===== src/rtl/pipe_stage_buf.sv =====
`default_nettype none
// ============================================================================
// Module   : pipe_stage_buf
// Purpose  : Parametrised inter-stage pipeline register that carries an
//            opaque payload between two stages with a valid/ready handshake.
//            It can use an optional 2-entry skid buffer, which gives full
//            throughput with a registered in_ready_o. It also provides
//            stall (hold) and flush (bubble) controls, occupancy reporting
//            and a saturating count of entries discarded by flush.
// Ports    : clk, rst (async, active-high)
//            flush_i, stall_i            - pipeline control
//            in_valid_i/in_ready_o/in_data_i    - upstream handshake
//            out_valid_o/out_ready_i/out_data_o - downstream handshake
//            occupancy_o                 - entries held (0..2)
//            drop_cnt_o                  - saturating flushed-entry count
// Revision : 1.0 - initial release
// ============================================================================
module pipe_stage_buf #(
    parameter int DATA_W        = 256,
    parameter int SKID          = 1,
    parameter int ZERO_ON_FLUSH = 1
) (
    input  logic              clk,
    input  logic              rst,
    input  logic              flush_i,
    input  logic              stall_i,
    input  logic              in_valid_i,
    output logic              in_ready_o,
    input  logic [DATA_W-1:0] in_data_i,
    output logic              out_valid_o,
    input  logic              out_ready_i,
    output logic [DATA_W-1:0] out_data_o,
    output logic [1:0]        occupancy_o,
    output logic [15:0]       drop_cnt_o
);

    localparam logic [15:0] c_DROP_MAX = 16'hFFFF;

    // Main register M drives the outputs directly; skid register S only
    // holds data when SKID is enabled (it stays constant zero otherwise).
    logic              m_valid_q, m_valid_d;
    logic              s_valid_q, s_valid_d;
    logic [DATA_W-1:0] m_data_q,  m_data_d;
    logic [DATA_W-1:0] s_data_q,  s_data_d;
    logic [1:0]        occ_q,     occ_d;
    logic [15:0]       drop_cnt_q, drop_cnt_d;

    logic              w_in_ready;
    logic              w_acc_in;
    logic              w_acc_out;
    logic [16:0]       w_drop_sum;

    generate
        if (SKID != 0) begin : g_ready_skid
            // Registered ready: depends only on skid occupancy, so there is
            // no combinational path from out_ready_i or stall_i.
            assign w_in_ready = ~s_valid_q;
        end else begin : g_ready_comb
            assign w_in_ready = ~m_valid_q | (out_ready_i & ~stall_i);
        end
    endgenerate

    assign w_acc_in  = in_valid_i & w_in_ready;
    assign w_acc_out = m_valid_q & out_ready_i & ~stall_i;

    // Entries lost by a flush: everything held plus anything accepted in the
    // same cycle. The extra bit catches overflow for saturation.
    assign w_drop_sum = {1'b0, drop_cnt_q} + {15'd0, occ_q} + {16'd0, w_acc_in};

    always_comb begin
        m_valid_d  = m_valid_q;
        s_valid_d  = s_valid_q;
        m_data_d   = m_data_q;
        s_data_d   = s_data_q;
        drop_cnt_d = drop_cnt_q;

        if (flush_i) begin
            m_valid_d  = 1'b0;
            s_valid_d  = 1'b0;
            drop_cnt_d = w_drop_sum[16] ? c_DROP_MAX : w_drop_sum[15:0];
            if (ZERO_ON_FLUSH != 0) begin
                m_data_d = '0;
                s_data_d = '0;
            end
        end else if (SKID != 0) begin
            case ({m_valid_q, s_valid_q})
                2'b00: begin
                    if (w_acc_in) begin
                        m_valid_d = 1'b1;
                        m_data_d  = in_data_i;
                    end
                end
                2'b10: begin
                    if (w_acc_in && w_acc_out) begin
                        m_data_d = in_data_i;
                    end else if (w_acc_in) begin
                        s_valid_d = 1'b1;
                        s_data_d  = in_data_i;
                    end else if (w_acc_out) begin
                        m_valid_d = 1'b0;
                    end
                end
                2'b11: begin
                    // Full: in_ready is low, so only the output side moves.
                    if (w_acc_out) begin
                        m_data_d  = s_data_q;
                        s_valid_d = 1'b0;
                    end
                end
                default: begin
                    // S valid without M valid is unreachable; hold.
                end
            endcase
        end else begin
            if (w_acc_in) begin
                m_valid_d = 1'b1;
                m_data_d  = in_data_i;
            end else if (w_acc_out) begin
                m_valid_d = 1'b0;
            end
        end

        occ_d = {1'b0, m_valid_d} + {1'b0, s_valid_d};
    end

    always_ff @(posedge clk or posedge rst) begin
        if (rst) begin
            m_valid_q  <= 1'b0;
            s_valid_q  <= 1'b0;
            m_data_q   <= '0;
            s_data_q   <= '0;
            occ_q      <= 2'd0;
            drop_cnt_q <= 16'd0;
        end else begin
            m_valid_q  <= m_valid_d;
            s_valid_q  <= s_valid_d;
            m_data_q   <= m_data_d;
            s_data_q   <= s_data_d;
            occ_q      <= occ_d;
            drop_cnt_q <= drop_cnt_d;
        end
    end

    assign in_ready_o  = w_in_ready;
    assign out_valid_o = m_valid_q;
    assign out_data_o  = m_data_q;
    assign occupancy_o = occ_q;
    assign drop_cnt_o  = drop_cnt_q;

endmodule
`default_nettype wire

===== config.mk =====
export PLATFORM = sky130hd
export DESIGN_NAME = pipe_stage_buf
export DESIGN_NICKNAME = d
export VERILOG_FILES = /design/src/rtl/pipe_stage_buf.sv
export SDC_FILE = /design/constraint.sdc
export NUM_CORES = 1
export LEC_CHECK = 0
export ABC_AREA = 1
export CAP_MARGIN = 0
export CORE_UTILIZATION = 35
export DETAILED_ROUTE_END_ITERATION = 12
export MAX_ROUTING_LAYER = met4
export PLACE_DENSITY = 0.56
export REMOVE_ABC_BUFFERS = 1
export SYNTH_ARGS = -nofsm -noshare
export SYNTH_HDL_FRONTEND = slang
export SYNTH_SLANG_ARGS = --single-unit

===== constraint.sdc =====
create_clock -name clk -period 26.6 [get_ports clk]
set_input_delay 5.32 -clock clk [delete_from_list [all_inputs] [get_ports clk]]
set_output_delay 5.32 -clock clk [all_outputs]
set_load 0.02 [all_outputs]

==> results of run 1 <==
[worst max-delay path, delay by kind of cell]
family	cells	cell delay, ns
buf+inv	6	4.33
[logic make-up (layout without fill, tap and decap cells)]
logic type | after synthesis | count (layout) | synth area share, %
flops | 532 | 532 | 57.4
xor+xnor | 6 | 6 | 0.227
compound gates | 1034 | 1034 | 23.7
simple gates | 337 | 337 | 5.57
fa+ha+maj | 4 | 4 | 0.280
other cells | 0 | 10 | 0
buf+inv | 732 | 1198 | 12.8
[registers in the layout, indices dropped and copies added (netlist names)]
register	cells
occupancy_o	2
drop_cnt_o	16
s_valid_q	1
s_data_q	256
out_data_o	256
out_valid_o	1
[layer usage]
layer  part of all wire, %  up-vias  GRT usage (%)  wire length [um]
li1                      -     9505              -                 -
met2                    47      596           32.7             33400
met3                   7.0      105           5.31              4950
met1                    43     9554           27.1             30300
met4                   2.6        0           6.18              1830
met5                     0        -              -                 0
[per-stage QoR]
step | instance area (sq um) | worst slack, ns
after floorplan | 22200 | 6.41
after global placement | 28900 | 16.61
after detailed placement | 28900 | 16.47
after CTS | 30900 | 17.12
after global routing | 30900 | 16.57
final | 30900 | 17.36
[placed cells by master, fill, tap and decap left out, types with 5 or more instances in the layout]
| master | Yosys | final |
|---|---|---|
| dfrtp_1 | 532 | 532 |
| a21oi_1 | 257 | 257 |
| o22ai_1 | 256 | 256 |
| clkinv_2 | 0 | 8 |
| clkbuf_8 | 0 | 15 |
| clkbuf_1 | 65 | 12 |
| diode_2 | 0 | 10 |
| inv_1 | 534 | 533 |
| nand2_1 | 302 | 301 |
| nand3_1 | 10 | 10 |
| xor2_1 | 5 | 5 |
| nor2_1 | 18 | 18 |
| clkbuf_16 | 0 | 61 |
| o21ai_0 | 516 | 516 |
| bufinv_16 | 0 | 5 |
| buf_4 | 27 | 21 |
| clkdlybuf4s50_1 | 0 | 536 |
[cell usage after synthesis, drive strengths merged, types with 2 or more instances]
cell / n
a21oi: 258
buf: 133
clkbuf: 65
dfrtp: 532
fa: 2
ha: 2
inv: 534
nand2: 302
nand3: 10
nand4: 4
nor2: 18
nor3: 2
o21ai: 517
o22ai: 256
xor2: 5
[worst paths after layout]
kind	from	to
max	rst	out_data_o[35]
min in group asynchronous	rst	out_data_o[101]
min	out_data_o[120]	out_data_o[120]
min reg2reg	out_data_o[120]	out_data_o[120]
max reg2reg	out_valid_o	out_data_o[135]
max in group clk	stall_i	out_data_o[135]
[power by group through the flow]
stage | registers, mW | clock network [mW] | logic (mW)
floorplan | 0.971 | 0 | 0.127
global placement | 0.921 | 0 | 0.356
detailed placement | 0.922 | 0 | 0.361
CTS | 0.909 | 0.856 | 0.363
global route | 0.915 | 0.886 | 0.389
finish | 0.909 | 0.835 | 0.358
[area by class of cell]
type | instances | area, sq um
diodes | 10 | 25.0
clock buffers | 87 | 1760
clock inverters | 17 | 220
fillers | 6136 | 34700
inverters | 534 | 2010
multi-input cells | 1381 | 6940
flip-flops and latches | 532 | 13300
well taps | 864 | 1080
repair buffers | 560 | 5580
==> summary.txt, run 1 <==
Hold WS: 0.481 ns
Worst Hold Path Cells: 2
Sequential share of power: 43.2%
Initial antenna violation count: 9
Fin Setup TNS: 0 ns
Placer Congestion: 0.837
Most area-consuming cells after synthesis: dfrtp_1, o21ai_0, inv_1, o22ai_1, a21oi_1
Gr usage total: 21.1%
Drt total wl: 70500 um
Worst VDD drop: 0.0000518 V
Fin crit share: 34.7%
Largest net degree at the start of global routing: 248
Hold buffers post-CTS: 0
Final min period: 9.24 ns
Placed insts: 3871
Utilization after layout: 47.1%
RSZ-0062 raised after global routing: no
Area share of the largest cell type after synthesis: 57.4%
Post-cts sizing count: 0
Routed vias/inst: 4.96
First-pass GRT wire length: 111000 um
Num CTS Buffers: 58
Critical Path AT: 9.88 ns
Clock network fraction of design power: 39.7%
# Max-Cap Violations: 0
Clk_lat worst skew: 0.61 ns
Nature of the critical path startpoint: input pin
Drt pass-1 iters: 5
Max-slew violation count: 0
Mean Syn Cell Area: 8.77 sq um
CTS root buffer: clkbuf_16
Mapped Cells: 2645
Crit-path max FO: 130
H-tree depth: 2
Chip Width: 259 um
Largest stage delay, worst path: 0.88 ns
Final setup vio count: 0
Clock tree buffer depth: 3
# IOs: 538
Ys async rst share: 100%
R2R cell count: 6
Rel. slew slack: 19.4%
Static Leak: 13.7 nW
Final Hold Fails: 0
Status: finished clean
Power share of the combinational group: 17.0%
Post-synth EDFFs: 0
Critical Setup Path Class: in -> async
Clock Pin Slew Worst Setup and Hold Paths: 0.06 ns
Die Ht: 259 um
Worst Path Required: 27.24 ns
Synth Register Bits: 532
Most common cell on crit path: buf_4
Site Rows: 94
Number of global-route vias before repair: 19400
Clock sink total: 532
CP Cell Sequence: clkdlybuf4s50_1 > inv_8 > buf_4 > buf_4 > buf_4 > buf_4
P&R area growth vs syn: 33.3%
CTS tree: yes
Post-route insts no fill: 3985
Switching share of power: 27.4%
Die area: 67300 sq um
Worst min path class: reg -> reg
Seq/Total Area, Yosys: 57.4%
Netlist cell types: 24
Drt first-iter violations: 1495
Core area: 65600 sq um
Reg2Reg Setup Slack: 22.13 ns
Post-CTS setup buffers: 0
Worst setup EP type: async pin
Fmax: 0.108 GHz
Critical path's slowest cell: buf_4
Final #Nets: 3333
Psw: 576 uW
Overall Power: 2.10 mW
Main synth FF type: dfrtp_1
I/O Buffers: 537
Cell area after synthesis: 23200 sq um
Post-DP HPWL: 44300 um
Setup Skew: 0.0240 ns
Cell taking the most area after synthesis: dfrtp_1
P_int: 1.53 mW
ANT nets after route: 0
DRC viols: 0
Worst-Margin Slew: 1.21 ns
Ys Warns: 0
Layout cells sized above 1: 3.89%
Vias post-DR: 19800
Starting Density: 35.3%
Drt wl/cell: 17.7 um
Power per Cell Area: 67.9 nW/um^2
Remaining global-route overflow: 0
Note: power is estimated with default switching activity, not from simulation.
==> run 2, diff against run 1 <==
--- a/config.mk
+++ b/config.mk
@@ -10,7 +10,7 @@
 export CORE_UTILIZATION = 35
 export DETAILED_ROUTE_END_ITERATION = 12
 export MAX_ROUTING_LAYER = met4
-export PLACE_DENSITY = 0.56
+export PLACE_DENSITY = 0.59
 export REMOVE_ABC_BUFFERS = 1
 export SYNTH_ARGS = -nofsm -noshare
 export SYNTH_HDL_FRONTEND = slang
==> constraint.sdc (replaced) <==
create_clock -name clk -period 7.9 [get_ports clk]
set_input_delay 1.58 -clock clk [delete_from_list [all_inputs] [get_ports clk]]
set_output_delay 1.58 -clock clk [all_outputs]
set_load 0.02 [all_outputs]
==> summary.txt, run 2 (synthesis gave the netlist of run 1 again) <==
Site Rows: 94 (unchanged)
Clock Pin Slew Worst Setup and Hold Paths: 0.06 ns (about the same)
Drt total wl: 68700 um (-2.5%)
Switching share of power: 27.1% (-0.31 points)
Final Hold Fails: 0 (unchanged)
Critical path's slowest cell: buf_4
Core area: 65600 sq um (unchanged)
Status: finished clean
Clk_lat worst skew: 0.60 ns (about the same)
Initial antenna violation count: 10 (+1)
Num CTS Buffers: 59 (+1.7%)
Placed inst area: 28900 sq um (about the same)
Clock network fraction of design power: 40.8% (+1.1 points)
# Max-Cap Violations: 0 (unchanged)
Placer Congestion: 0.875 (+4.5%)
Post-cts sizing count: 0 (unchanged)
Fmax: 0.250 GHz
CTS root buffer: clkbuf_16
Worst min path class: reg -> reg
Most common cell on crit path: buf_4
Rel. slew slack: 17.4% (-2.0 points)
Most common cell after layout, fill and taps aside: clkdlybuf4s50_1
ANT nets after route: 0 (unchanged)
Largest net degree at the start of global routing: 259 (+4.4%)
Largest stage delay, worst path: 0.84 ns (-0.04 ns)
Chip Width: 259 um (unchanged)
Routed vias/inst: 4.93 (-0.49%)
P&R area growth vs syn: 33.8%
DRC viols: 0 (unchanged)
Fin crit share: 50.6%
Hold buffers post-CTS: 0 (unchanged)
H-tree depth: 2 (unchanged)
Critical path origin: flush_i
Crit-path max FO: 107 (-18%)
Final setup vio count: 0 (unchanged)
Final min period: 4.00 ns
Starting Density: 35.3% (unchanged)
Reg2reg end: out_data_o[8]
Vias post-DR: 19600 (-0.56%)
R2R cell count: 6 (unchanged)
Design area: 31000 sq um (+0.32%)
Worst VDD drop: 0.000216 V (+320%)
Reg2Reg Setup Slack: 4.46 ns (-17.67 ns)
Sequential share of power: 42.6% (-0.6 points)
Worst Path Required: 8.34 ns (-18.90 ns)
Number of global-route vias before repair: 19500 (+0.24%)
Reg2Reg Launch Point: out_valid_o
Remaining global-route overflow: 0 (unchanged)
Most frequent cells in the layout: clkdlybuf4s50_1, inv_1, dfrtp_1
Nature of the critical path startpoint: input pin
CP Cell Sequence: clkbuf_8 > inv_1 > nand4_1 > buf_4 > buf_4 > o22ai_1
Gr usage total: 20.5% (-0.55 points)
Drt first-iter violations: 1558 (+4.2%)
Layout cells sized above 1: 3.67% (-0.22 points)
Drt wl/cell: 17.3 um (-2.4%)
Worst-Margin Slew: 1.24 ns (+0.0329 ns)
First-pass GRT wire length: 108000 um (-2.3%)
CTS tree: yes
FILL cells: 6088 (-0.78%)
Critical Setup Path Class: in -> reg
Die Ht: 259 um (unchanged)
Worst setup EP type: register
Critical Path AT: 4.44 ns (-5.44 ns)
Power share of the combinational group: 16.6% (-0.4 points)
Area of the multi-input gates: 6940 sq um (unchanged)
Post-DP HPWL: 42900 um (-3.1%)
Static Leak: 13.8 nW (+0.29%)
Setup Skew: 0.0131 ns (-0.0109 ns)
Critical Path End: s_data_q[26]
Power per Cell Area: 232 nW/um^2 (+240%)
Post-CTS setup buffers: 0 (unchanged)
Die area: 67300 sq um (unchanged)
Pre-CTS setup slack: 3.41 ns (-13.06 ns)
Clock tree buffer depth: 3 (unchanged)
# IOs: 538 (unchanged)
Final #Nets: 3328 (-0.15%)
I/O Buffers: 537 (unchanged)
Max-slew violation count: 0 (unchanged)
Final setup margin: 3.90 ns (-13.46 ns)
Drt pass-1 iters: 5 (unchanged)
Seq. cell area: 13300 sq um (unchanged)
RSZ-0062 raised after global routing: no
Clock sink total: 532 (unchanged)
Psw: 1.95 mW (+240%)
P_int: 5.25 mW (+240%)
## run 2: stage by stage
step	setup TNS, ns	power (mW)	cells	hold slack, ns	utilization [%]
finish	0	7.21	3982	0.481	47.3
global route	0	7.52	3982	0.505	47.3
CTS	0	7.30	3972	0.488	47.3
detailed placement	0	4.32	3865	0.473	44.1
global placement	0	4.30	3865	0.465	44.1
floorplan	-7599.02	3.70	2447	0.498	-
## run 2: how the worst min path moves through the flow
stage | from | endpoint | slack, ns | cells after the start
2_1_floorplan | s_data_q[0] | s_data_q[0] | 0.50 | 2
3_3_place_gp | out_data_o[239] | out_data_o[239] | 0.46 | 2
3_5_place_dp | out_data_o[102] | out_data_o[102] | 0.47 | 2
4_1_cts | out_data_o[80] | out_data_o[80] | 0.49 | 2
5_1_grt | out_data_o[173] | out_data_o[173] | 0.51 | 2
6_report | out_data_o[8] | out_data_o[8] | 0.48 | 2
## run 2: critical path: cells and delay by family
kind,cells,cell delay [ns]
AOI/OAI and AO/OA,1,0.19
and+or+nand+nor,1,0.18
buffers and inverters,4,2.20
## run 2: layer usage
| metal | track usage, % | vias to the layer above | share of wire, % |
|---|---|---|---|
| met5 | - | - | 0 |
| met3 | 4.96 | 109 | 6.9 |
| li1 | - | 9482 | - |
| met1 | 26.4 | 9450 | 43 |
| met4 | 6.36 | 0 | 2.6 |
| met2 | 31.9 | 608 | 47 |
## run 2: area by class of cell
class,count,area share [%]
tap,864,3.48
sequential,532,42.9
clock buffer,85,5.47
inverter,534,6.48
antenna,10,0.0806
timing repair buffer,554,18.0
multi-input combinational,1381,22.4
clock inverter,22,1.19
## run 2: power groups by stage
stage | Clock, mW | Sequential [mW] | Combinational, mW
final | 2.94 | 3.07 | 1.20
after global routing | 3.13 | 3.09 | 1.30
after CTS | 3.02 | 3.07 | 1.21
after detailed placement | 0 | 3.11 | 1.20
after global placement | 0 | 3.11 | 1.19
after floorplan | 0 | 3.27 | 0.427
